**config.mk**
```make
export PLATFORM = sky130hd
export DESIGN_NAME = dcache_direct_flat
export DESIGN_NICKNAME = d
export VERILOG_FILES = /design/src/rtl/dcache_direct_if.sv /design/src/rtl/dcache_direct.sv /design/src/flat_wrapper.sv
export SDC_FILE = /design/constraint.sdc
export NUM_CORES = 1
export LEC_CHECK = 0
export CORE_ASPECT_RATIO = 1.25
export CORE_MARGIN = 1
export CORE_UTILIZATION = 25
export CTS_CLUSTER_SIZE = 14
export DETAILED_ROUTE_END_ITERATION = 12
export PLACE_DENSITY_LB_ADDON = 0.1
export SYNTH_ARGS = -nofsm -noshare
export SYNTH_HDL_FRONTEND = slang
export SYNTH_SLANG_ARGS = --single-unit
```
**constraint.sdc**
```tcl
create_clock -name CLK -period 5.14 [get_ports CLK]
set_input_delay 1.028 -clock CLK [delete_from_list [all_inputs] [get_ports CLK]]
set_output_delay 1.028 -clock CLK [all_outputs]
set_load 0.01 [all_outputs]
```
**src/rtl/dcache_direct_if.sv**
```systemverilog
// Bus bundle between the memory stage, the direct-mapped data cache and the
// memory controller. The cache owns the slave view; the environment (memory
// stage plus memory controller) owns the master view.
interface dcache_direct_if #(
  parameter int WORD_W = 32
);
  // memory stage request side
  logic              dcache_dREN;
  logic              dcache_dWEN;
  logic [WORD_W-1:0] dcache_daddr;
  logic [WORD_W-1:0] dcache_store;
  logic              halt;
  logic              dhit;
  logic [WORD_W-1:0] dmemload;
  logic              flushed;
  // memory controller side
  logic              dREN;
  logic              dWEN;
  logic [WORD_W-1:0] daddr;
  logic [WORD_W-1:0] dstore;
  logic              dwait;
  logic [WORD_W-1:0] dload;

  modport slave (
    input  dcache_dREN, dcache_dWEN, dcache_daddr, dcache_store, halt, dwait, dload,
    output dhit, dmemload, flushed, dREN, dWEN, daddr, dstore
  );

  modport master (
    output dcache_dREN, dcache_dWEN, dcache_daddr, dcache_store, halt, dwait, dload,
    input  dhit, dmemload, flushed, dREN, dWEN, daddr, dstore
  );
endinterface

```
**src/rtl/dcache_direct.sv**
```systemverilog
// Direct-mapped, write-back, write-allocate data cache with one-word lines.
// Hits are answered combinationally in IDLE; misses walk an optional
// writeback (WB) and then a line fill (FILL). Halt flushes every dirty line
// in index order and then parks in FLUSHED until reset.
module dcache_direct #(
  parameter int SETS   = 16,
  parameter int WORD_W = 32
) (
  input logic           CLK,
  input logic           RST,
  dcache_direct_if.slave bus
);
  localparam int IDX_W = $clog2(SETS);
  localparam int TAG_W = WORD_W - IDX_W - 2;
  localparam logic [IDX_W-1:0] LAST_IDX = IDX_W'(SETS - 1);
  localparam logic [IDX_W-1:0] IDX_ONE  = IDX_W'(1);

  typedef enum logic [2:0] {
    IDLE    = 3'd0,
    WB      = 3'd1,
    FILL    = 3'd2,
    FLUSH   = 3'd3,
    FLUSHED = 3'd4
  } state_t;

  state_t            state;
  state_t            next_state;
  logic [SETS-1:0]   valid;
  logic [SETS-1:0]   dirty;
  logic [TAG_W-1:0]  tag_mem  [SETS];
  logic [WORD_W-1:0] data_mem [SETS];
  logic [IDX_W-1:0]  scan;

  logic [IDX_W-1:0]  idx;
  logic [TAG_W-1:0]  tag;
  logic              req;
  logic              hit;
  logic              victim_dirty;
  logic              scan_dirty;
  logic              xfer_done;
  logic              scan_step;
  logic              unused_byte_bits;

  logic              hit_out;
  logic [WORD_W-1:0] load_data;
  logic              flush_done;
  logic              mem_ren;
  logic              mem_wen;
  logic [WORD_W-1:0] mem_addr;
  logic [WORD_W-1:0] mem_wdata;

  assign idx              = bus.dcache_daddr[IDX_W+1:2];
  assign tag              = bus.dcache_daddr[WORD_W-1:IDX_W+2];
  assign unused_byte_bits = ^bus.dcache_daddr[1:0];
  assign req              = bus.dcache_dREN | bus.dcache_dWEN;
  assign hit              = (state == IDLE) && req && valid[idx] && (tag_mem[idx] == tag);
  assign victim_dirty     = valid[idx] & dirty[idx];
  assign scan_dirty       = valid[scan] & dirty[scan];
  assign xfer_done        = ~bus.dwait;
  // a clean line is skipped in one cycle, a dirty one waits for its writeback
  assign scan_step        = (state == FLUSH) && (!scan_dirty || xfer_done);

  // state register; reset abandons any transfer at once
  always_ff @(posedge CLK or posedge RST) begin
    if (RST) begin
      state <= IDLE;
    end else begin
      state <= next_state;
    end
  end

  // next-state decode; a pending request always wins over halt
  always_comb begin
    next_state = state;
    case (state)
      IDLE: begin
        if (req && !hit) begin
          if (victim_dirty) begin
            next_state = WB;
          end else begin
            next_state = FILL;
          end
        end else if (bus.halt && !req) begin
          next_state = FLUSH;
        end else begin
          next_state = IDLE;
        end
      end
      WB: begin
        if (xfer_done) begin
          next_state = FILL;
        end else begin
          next_state = WB;
        end
      end
      FILL: begin
        if (xfer_done) begin
          next_state = IDLE;
        end else begin
          next_state = FILL;
        end
      end
      FLUSH: begin
        if (scan_step && (scan == LAST_IDX)) begin
          next_state = FLUSHED;
        end else begin
          next_state = FLUSH;
        end
      end
      FLUSHED: next_state = FLUSHED;
      default: next_state = IDLE;
    endcase
  end

  // line status bits and flush scan pointer
  always_ff @(posedge CLK or posedge RST) begin
    if (RST) begin
      valid <= {SETS{1'b0}};
      dirty <= {SETS{1'b0}};
      scan  <= {IDX_W{1'b0}};
    end else begin
      if (hit && bus.dcache_dWEN) begin
        dirty[idx] <= 1'b1;
      end
      if ((state == WB) && xfer_done) begin
        dirty[idx] <= 1'b0;
      end
      if ((state == FILL) && xfer_done) begin
        valid[idx] <= 1'b1;
        dirty[idx] <= 1'b0;
      end
      if ((state == FLUSH) && scan_dirty && xfer_done) begin
        dirty[scan] <= 1'b0;
      end
      if (scan_step) begin
        scan <= scan + IDX_ONE;
      end
    end
  end

  // tag and data arrays; contents are qualified by the valid bits only
  always_ff @(posedge CLK) begin
    if (hit && bus.dcache_dWEN) begin
      data_mem[idx] <= bus.dcache_store;
    end else if ((state == FILL) && xfer_done) begin
      data_mem[idx] <= bus.dload;
      tag_mem[idx]  <= tag;
    end
  end

  // per-state outputs; memory side stays quiet outside WB, FILL and flush writebacks
  always_comb begin
    hit_out    = hit;
    load_data  = {WORD_W{1'b0}};
    flush_done = 1'b0;
    mem_ren    = 1'b0;
    mem_wen    = 1'b0;
    mem_addr   = {WORD_W{1'b0}};
    mem_wdata  = {WORD_W{1'b0}};
    case (state)
      IDLE: begin
        if (hit && !bus.dcache_dWEN) begin
          load_data = data_mem[idx];
        end else begin
          load_data = {WORD_W{1'b0}};
        end
      end
      WB: begin
        mem_wen   = 1'b1;
        mem_addr  = {tag_mem[idx], idx, 2'b00};
        mem_wdata = data_mem[idx];
      end
      FILL: begin
        mem_ren  = 1'b1;
        mem_addr = {tag, idx, 2'b00};
      end
      FLUSH: begin
        if (scan_dirty) begin
          mem_wen   = 1'b1;
          mem_addr  = {tag_mem[scan], scan, 2'b00};
          mem_wdata = data_mem[scan];
        end else begin
          mem_wen   = 1'b0;
        end
      end
      FLUSHED: flush_done = 1'b1;
      default: flush_done = 1'b0;
    endcase
  end

  assign bus.dhit     = hit_out;
  assign bus.dmemload = load_data;
  assign bus.flushed  = flush_done;
  assign bus.dREN     = mem_ren;
  assign bus.dWEN     = mem_wen;
  assign bus.daddr    = mem_addr;
  assign bus.dstore   = mem_wdata;
endmodule

```
**src/flat_wrapper.sv**
```systemverilog
// flat-port wrapper written by rule: the top's interface ports become plain ports
module dcache_direct_flat 
#(
  parameter int SETS   = 16,
  parameter int WORD_W = 32
)
  (CLK, RST, bus_dcache_dREN, bus_dcache_dWEN, bus_dcache_daddr, bus_dcache_store, bus_halt, bus_dwait, bus_dload, bus_dhit, bus_dmemload, bus_flushed, bus_dREN, bus_dWEN, bus_daddr, bus_dstore);
  dcache_direct_if #(.WORD_W(WORD_W)) bus_i ();
  input logic CLK;
  input logic RST;
  input wire logic [$bits(bus_i.dcache_dREN)-1:0] bus_dcache_dREN;
  input wire logic [$bits(bus_i.dcache_dWEN)-1:0] bus_dcache_dWEN;
  input wire logic [$bits(bus_i.dcache_daddr)-1:0] bus_dcache_daddr;
  input wire logic [$bits(bus_i.dcache_store)-1:0] bus_dcache_store;
  input wire logic [$bits(bus_i.halt)-1:0] bus_halt;
  input wire logic [$bits(bus_i.dwait)-1:0] bus_dwait;
  input wire logic [$bits(bus_i.dload)-1:0] bus_dload;
  output wire logic [$bits(bus_i.dhit)-1:0] bus_dhit;
  output wire logic [$bits(bus_i.dmemload)-1:0] bus_dmemload;
  output wire logic [$bits(bus_i.flushed)-1:0] bus_flushed;
  output wire logic [$bits(bus_i.dREN)-1:0] bus_dREN;
  output wire logic [$bits(bus_i.dWEN)-1:0] bus_dWEN;
  output wire logic [$bits(bus_i.daddr)-1:0] bus_daddr;
  output wire logic [$bits(bus_i.dstore)-1:0] bus_dstore;
  assign bus_i.dcache_dREN = bus_dcache_dREN;
  assign bus_i.dcache_dWEN = bus_dcache_dWEN;
  assign bus_i.dcache_daddr = bus_dcache_daddr;
  assign bus_i.dcache_store = bus_dcache_store;
  assign bus_i.halt = bus_halt;
  assign bus_i.dwait = bus_dwait;
  assign bus_i.dload = bus_dload;
  assign bus_dhit = bus_i.dhit;
  assign bus_dmemload = bus_i.dmemload;
  assign bus_flushed = bus_i.flushed;
  assign bus_dREN = bus_i.dREN;
  assign bus_dWEN = bus_i.dWEN;
  assign bus_daddr = bus_i.daddr;
  assign bus_dstore = bus_i.dstore;
  dcache_direct #(.SETS(SETS), .WORD_W(WORD_W)) u_core (.CLK(CLK), .RST(RST), .bus(bus_i));
endmodule
```
# Word-level counts from Yosys, hierarchy flattened
# Memory sizes are Yosys's and may differ from the RTL's.
# Cells that the tools add are included.
# word_totals
elab_cells	89
ram_bits	928
regBits	39
mem_count	2
inputBits	102
# classes
n_lt_le_gt_ge	4
bitwise_logic	12
addsub	1
n_reduce_logical	21
muxes	39
eq_ne	6
# memory_table
name	depth	word_bits	read_ports	rd_clocked_by_memory_dff	write_ports	line	source
u_core.data_mem	16	32	2	0	1	dcache_direct.sv:31	logic [WORD_W-1:0] data_mem [SETS];
u_core.tag_mem	16	26	2	0	1	dcache_direct.sv:30	logic [TAG_W-1:0] tag_mem [SETS];
# op_table
op	count
32-bit 2-to-1 mux	5
32-bit case mux with 3 select lines	1
16-bit 2-to-1 mux	4
32-bit case mux with 2 select lines	1
16-bit AND	3
16-bit inverter	2
16-bit OR	2
26-bit == test	1
1-bit binary-select mux with 4-bit select	4
1-bit logical AND	15
3-bit case mux with 5 select lines	1
1-bit 2-to-1 mux	14
4-bit by 5-bit < comparator with 1-bit output, second input constant	2
1-bit demux with 4-bit select	2
4-bit by 1-bit >= comparator with 1-bit output, second input constant	2
2-bit 2-to-1 mux	4
3-bit by 2-bit == test with 1-bit output, second input constant	2
3-bit 2-to-1 mux	2
4-bit by 1-bit adder with 4-bit output, second input constant	1
4-bit == test, second input constant	1
1-bit zero test	4
3-bit by 1-bit == test with 1-bit output, second input constant	1
3-bit == test, second input constant	1
3-bit zero test	1
5 further kinds	7

# Logic depth before layout (Yosys ltp)
# logic_depth
ltp_word	12
ltp_mapped	13
ltp_nobuf	8

# Least setup slack after synthesis
# OpenSTA, ideal clock, no wires.
# synth_timing
path_type	input -> register
start	in bus_dcache_daddr[3]
end	mem u_core.data_mem[0][0] (enable)
stages	11
t_arrival_ns	4.865
setup_time_ns	0.432
slack_ns	-0.157
path_buffers	3
cell_sequence	buf_2 -> buf_2 -> buf_1 -> mux4_2 -> mux2i_1 -> xnor2_1 -> nor4_1 -> a31oi_1 -> nor3_4 -> nand4_2 -> a21oi_1
# synth_via
elab_chain_cells	8
elab_cells_between_ends	12
cone_classes	eq/ne (1); mux (6); bitwise (1); reduce/logical (3); memory (1)
# synth_rtl
element	line	source
start: declaration	flat_wrapper.sv:13	input wire logic [$bits(bus_i.dcache_daddr)-1:0] bus_dcache_daddr;
branches (longest 8 deep; another with memory 16 x 26 bit)	-	
end: declaration	dcache_direct.sv:31	
# Several ways; the timed one is not identified. The select of a mux whose other input is x is not followed.

# Worst setup path in the final report
# layout_timing
start	in bus_dcache_daddr[2]
end	out bus_dmemload[24]
# layout_via
elab_chain_cells	7
elab_cells_between_ends	10
cone_classes	eq/ne (1); mux (4); reduce/logical (3); memory (2)
# layout_rtl
element	line	source
branches (longest 5 deep; another with memory 16 x 26 bit)	-	
32-bit 2-to-1 mux (*)	dcache_direct.sv:162	if (hit && !bus.dcache_dWEN) begin
32-bit 2-to-1 mux (*)	dcache_direct.sv:160	case (state)
end: declaration	flat_wrapper.sv:19	output wire logic [$bits(bus_i.dmemload)-1:0] bus_dmemload;
# Every way passes the cells marked *. The select of a mux whose other input is x is not followed.

==> results_tabular.tex <==
\begin{tabular}{lr}
\hline
Metric & Value \\
\hline
\multicolumn{2}{l}{\textbf{Die}} \\
\quad Area of the core region & 186,000 um2 \\
\quad Die Outline Area & 190,000 um2 \\
\quad Initial Util & 25.2\% \\
\quad FP Rows & 177 \\
\quad Width of the die & 390 um \\
\quad DIE HEIGHT & 487 um \\
\quad Number of primary I/O pins & 202 \\
\multicolumn{2}{l}{\textbf{Worst setup path}} \\
\quad Ordered list of cells on the worst path & buf\_16 > buf\_16 > buf\_12 > buf\_16 > mux4\_2 > mux2i\_4 > xnor2\_2 > nor4\_1 > buf\_4 > a41oi\_2 > nor3\_4 > nand4\_1 > buf\_12 > buf\_12 > buf\_12 > nor2b\_4 > buf\_6 > buf\_6 \\
\quad Top cell family by delay on the critical path & buffers and inverters \\
\quad Most used cell, CP & sky130\_fd\_sc\_hd\_\_buf\_12 \\
\quad CP max stage delay & 540 ps \\
\quad Slowest-stage cell, CP & sky130\_fd\_sc\_hd\_\_mux4\_2 \\
\quad Data arrival time at the worst-slack endpoint & 4180 ps \\
\quad Crit Path Class & input pin to output port \\
\quad CP Max Fanout & 7 \\
\quad CP startpoint kind & input pin \\
\quad Number of cells on the worst reg-to-reg path & 7 \\
\quad Data required time of the worst path & 4110 ps \\
\quad Path length in cells of the critical path & 18 \\
\quad CP Capture Type & output port \\
\quad Setup slack of the most critical reg-to-reg path & 1250 ps \\
\quad Buffers plus inverters on the worst setup path & 10 \\
\multicolumn{2}{l}{\textbf{Power and ir drop}} \\
\quad Power density relative to cell area & 437 nW/um2 \\
\quad Relative contribution of combinational cells to total power & 32.5\% \\
\quad Leakage power total & 19.8 nW \\
\quad Cell internal power dissipation & 18.2 mW \\
\quad Final Power & 26.3 mW \\
\quad Switching power total & 8.09 mW \\
\quad Worst IR Drop VDD & 0.304 mV \\
\quad Clock power share & 31.8\% \\
\quad Register share of total power & 35.7\% \\
\quad Sw Share & 30.7\% \\
\multicolumn{2}{l}{\textbf{Global route}} \\
\quad Global routing usage summed across all routing layers & 18.1\% \\
\quad Vias in the first global route & 30,374 \\
\quad Maximum number of pins on one net before global-route repair & 69 \\
\quad First-pass GRT wire length & 240 mm \\
\quad Congestion Overflow GR & 0 \\
\quad Antenna violations before repair & 8 \\
\multicolumn{2}{l}{\textbf{Layout}} \\
\quad Post-layout net count & 3,050 \\
\quad Area added between synthesis and finish & 28.1\% \\
\quad Final cell utilization of the core & 32.3\% \\
\quad Design area & 60,200 um2 \\
\quad Fraction of layout instances using a drive strength above 1 & 43.0\% \\
\multicolumn{2}{l}{\textbf{Run}} \\
\quad Maxcap violations & 0 \\
\multicolumn{2}{l}{\textbf{CTS}} \\
\quad Number of buffers created by CTS & 113 \\
\quad Number of hold buffers added after cts & 0 \\
\quad Buffers from clock root to sink, at most & 3 \\
\quad TritonCTS clock tree & done \\
\quad Clock Sink Count & 967 \\
\quad Cell chosen for the clock root & sky130\_fd\_sc\_hd\_\_clkbuf\_16 \\
\quad Clock latency at the later pin of the worst-skew pair & 740 ps \\
\quad Clock transition at the register clock pins on the worst setup and hold paths after CTS & 50 ps \\
\quad H-Tree Level Count & 3 \\
\multicolumn{2}{l}{\textbf{Placed design}} \\
\quad Half-perimeter wire length after detailed placement & 104 mm \\
\quad Placed cell areas & 54,800 um2 \\
\quad Pre-CTS WS & -725 ps \\
\quad Total of buffers placed on input and output ports & 197 \\
\quad Placer congestion estimate & 0.805 \\
\multicolumn{2}{l}{\textbf{Hold path}} \\
\quad Hold-critical path depth & 1 \\
\quad Hold Path Class & flip-flop to flip-flop \\
\multicolumn{2}{l}{\textbf{Logic synthesis}} \\
\quad Cell with the most instances after synthesis & sky130\_fd\_sc\_hd\_\_edfxtp\_1 \\
\quad Number of flops mapped to enable cells by yosys & 928 \\
\quad Synthesized-area fraction occupied by xor and xnor cells & 0.727\% \\
\quad Sequential share of the synthesized area & 61.4\% \\
\quad Synthesized flop and latch total & 967 \\
\quad Warning count from the yosys run & 0 \\
\quad Largest family of logic cells by synthesized area & multiplexers \\
\quad Post-synth top area share & 59.3\% \\
\quad Most instantiated flip-flop cell in the synthesis netlist & sky130\_fd\_sc\_hd\_\_edfxtp\_1 \\
\quad Share of the synthesized area in compound gates (AO/OA/AOI/OAI) & 3.40\% \\
\quad Mean instance size in the synthesized netlist & 19.2 um2 \\
\quad Fraction of registers with async set/reset & 4.03\% \\
\quad Simple-Gate Fraction of Synth Area & 3.37\% \\
\quad Top cell types by occurrence after synthesis & sky130\_fd\_sc\_hd\_\_edfxtp\_1 (928), sky130\_fd\_sc\_hd\_\_mux4\_2 (540), sky130\_fd\_sc\_hd\_\_clkbuf\_1 (99) \\
\quad Cell count after synthesis & 2,445 \\
\quad Multiplexer fraction of the synthesized cell area & 28.9\% \\
\quad Post-synthesis share of cell area spent on full adders, half adders and majority gates & 0.107\% \\
\quad Top cells by area in the synthesized netlist & sky130\_fd\_sc\_hd\_\_edfxtp\_1 (59\%), sky130\_fd\_sc\_hd\_\_mux4\_2 (26\%), sky130\_fd\_sc\_hd\_\_dfrtp\_1 (2.1\%) \\
\quad Count of distinct cell types in the synthesized netlist & 65 \\
\quad Synth area leader & sky130\_fd\_sc\_hd\_\_edfxtp\_1 \\
\quad Area of the mapped netlist & 47,000 um2 \\
\multicolumn{2}{l}{\textbf{STA}} \\
\quad Headroom to the max-slew limit & 28.4\% \\
\quad Fin Clk Skew & 37.0 ps \\
\quad Worst hold margin & 506 ps \\
\quad RSZ-0062 raised after global routing & true \\
\quad Minimum clock period after layout & 5200 ps \\
\quad Max-slew violation count & 0 \\
\quad Final Cycle Share & 101\% \\
\quad Final hold violation count & 0 \\
\quad Maximum operating frequency & 192 MHz \\
\quad Number of failing setup endpoints in the final timing report & 3 \\
\quad Slew at the pin with the worst max-slew slack & 1070 ps \\
\quad Fin worst setup slack & -64.2 ps \\
\multicolumn{2}{l}{\textbf{Detailed routing}} \\
\quad Antenna viol nets, final & 0 \\
\quad Via-to-Cell Ratio & 5.07 \\
\quad Average routed wire per standard cell & 31.3 um \\
\quad Iter 0 DRT Violations & 2,448 \\
\quad Total number of vias & 28,094 \\
\quad DRT Wirelength & 173 mm \\
\quad Number of design rule violations left after detail routing & 0 \\
\quad Initial DRT Pass Iterations & 7 \\
\multicolumn{2}{l}{\textbf{Outcome}} \\
\quad Run status & complete, but fails checks \\
\quad Failing checks & setup timing \\
\hline
\end{tabular}
[flip-flops by register name (all words and copies together) (netlist names)]
register / cells
u_core.valid: 16
u_core.dirty: 16
u_core.tag_mem: 416
u_core.state: 3
u_core.data_mem: 512
u_core.scan: 4
[power by group through the flow]
stage	clock (mW)	combinational, mW	sequential [mW]
detailed placement	0	8.41	9.58
finish	8.36	8.55	9.41
global placement	0	8.39	9.56
global route	8.85	9.06	9.44
floorplan	0	5.08	9.43
CTS	8.58	8.68	9.41
[placed cells by master (no fill, tap or decap), drive strengths merged, types with 21 or more instances in the layout]
master and count:
edfxtp 928, clkbuf 139, a21oi 47, nor2b 45
inv 37, dfrtp 39, mux2i 73, o22ai 21
mux4 540, nor2 79, nand2 83, buf 404
a22o 33, o21ai 25, clkinv 50, mux2 59
clkdlybuf4s50 134, xnor2 33
[cells by family (layout without fill, tap and decap cells)]
family,after synthesis,count (layout)
AO/OA/AOI/OAI,218,218
flip-flops,967,967
buffers and inverters,226,819
other,1,3
XOR/XNOR,39,39
AND/OR/NAND/NOR,318,318
adder cells (fa/ha/maj),4,4
multiplexers,672,672
[timing repair]
item                       CTS  global route
gates resized for setup    290            69
setup buffers               34             6
gates cloned                11             2
pin swaps                   22            10
setup endpoints to repair   85            61
[final timing paths]
kind / start / end
max: bus_dcache_daddr[2] / bus_dmemload[24]
max in group asynchronous: RST / u_core.scan[0]$_DFFE_PP0P_
min in group asynchronous: RST / u_core.valid[2]$_DFFE_PP0P_
min reg2reg: u_core.valid[6]$_DFFE_PP0P_ / u_core.valid[6]$_DFFE_PP0P_
min: u_core.valid[6]$_DFFE_PP0P_ / u_core.valid[6]$_DFFE_PP0P_
max reg2reg: u_core.state[1]$_DFF_PP0_ / u_core.tag_mem[1][0]$_DFFE_PP_
[layer usage]
layer  track usage [%]  vias up  share of wire (%)  routed length [um]
met5                 0        -             0.0075                  13
met4              5.37        2                2.6                4570
met3              2.35      223                4.7                8190
met2              30.9      928                 50               86700
met1              24.1    15455                 43               74000
li1                  -    11486                  -                   -
[metrics by stage]
stage	setup TNS [ps]	cells
after global placement	-68690	5285
final	-121	5546
after floorplan	-30140	2446
after CTS	-1020	5538
after global routing	-4160	5545
after detailed placement	-49700	5285
[area by class of cell]
class	count	area, um2
clock inverters	73	867
flip-flops and latches	967	28900
diodes	1	2.50
fillers	17846	126000
repair buffers	572	6200
multi-input cells	1253	18000
inverters	37	144
clock buffers	137	2950
well taps	2506	3140
Power figures use the tool's default switching activity.
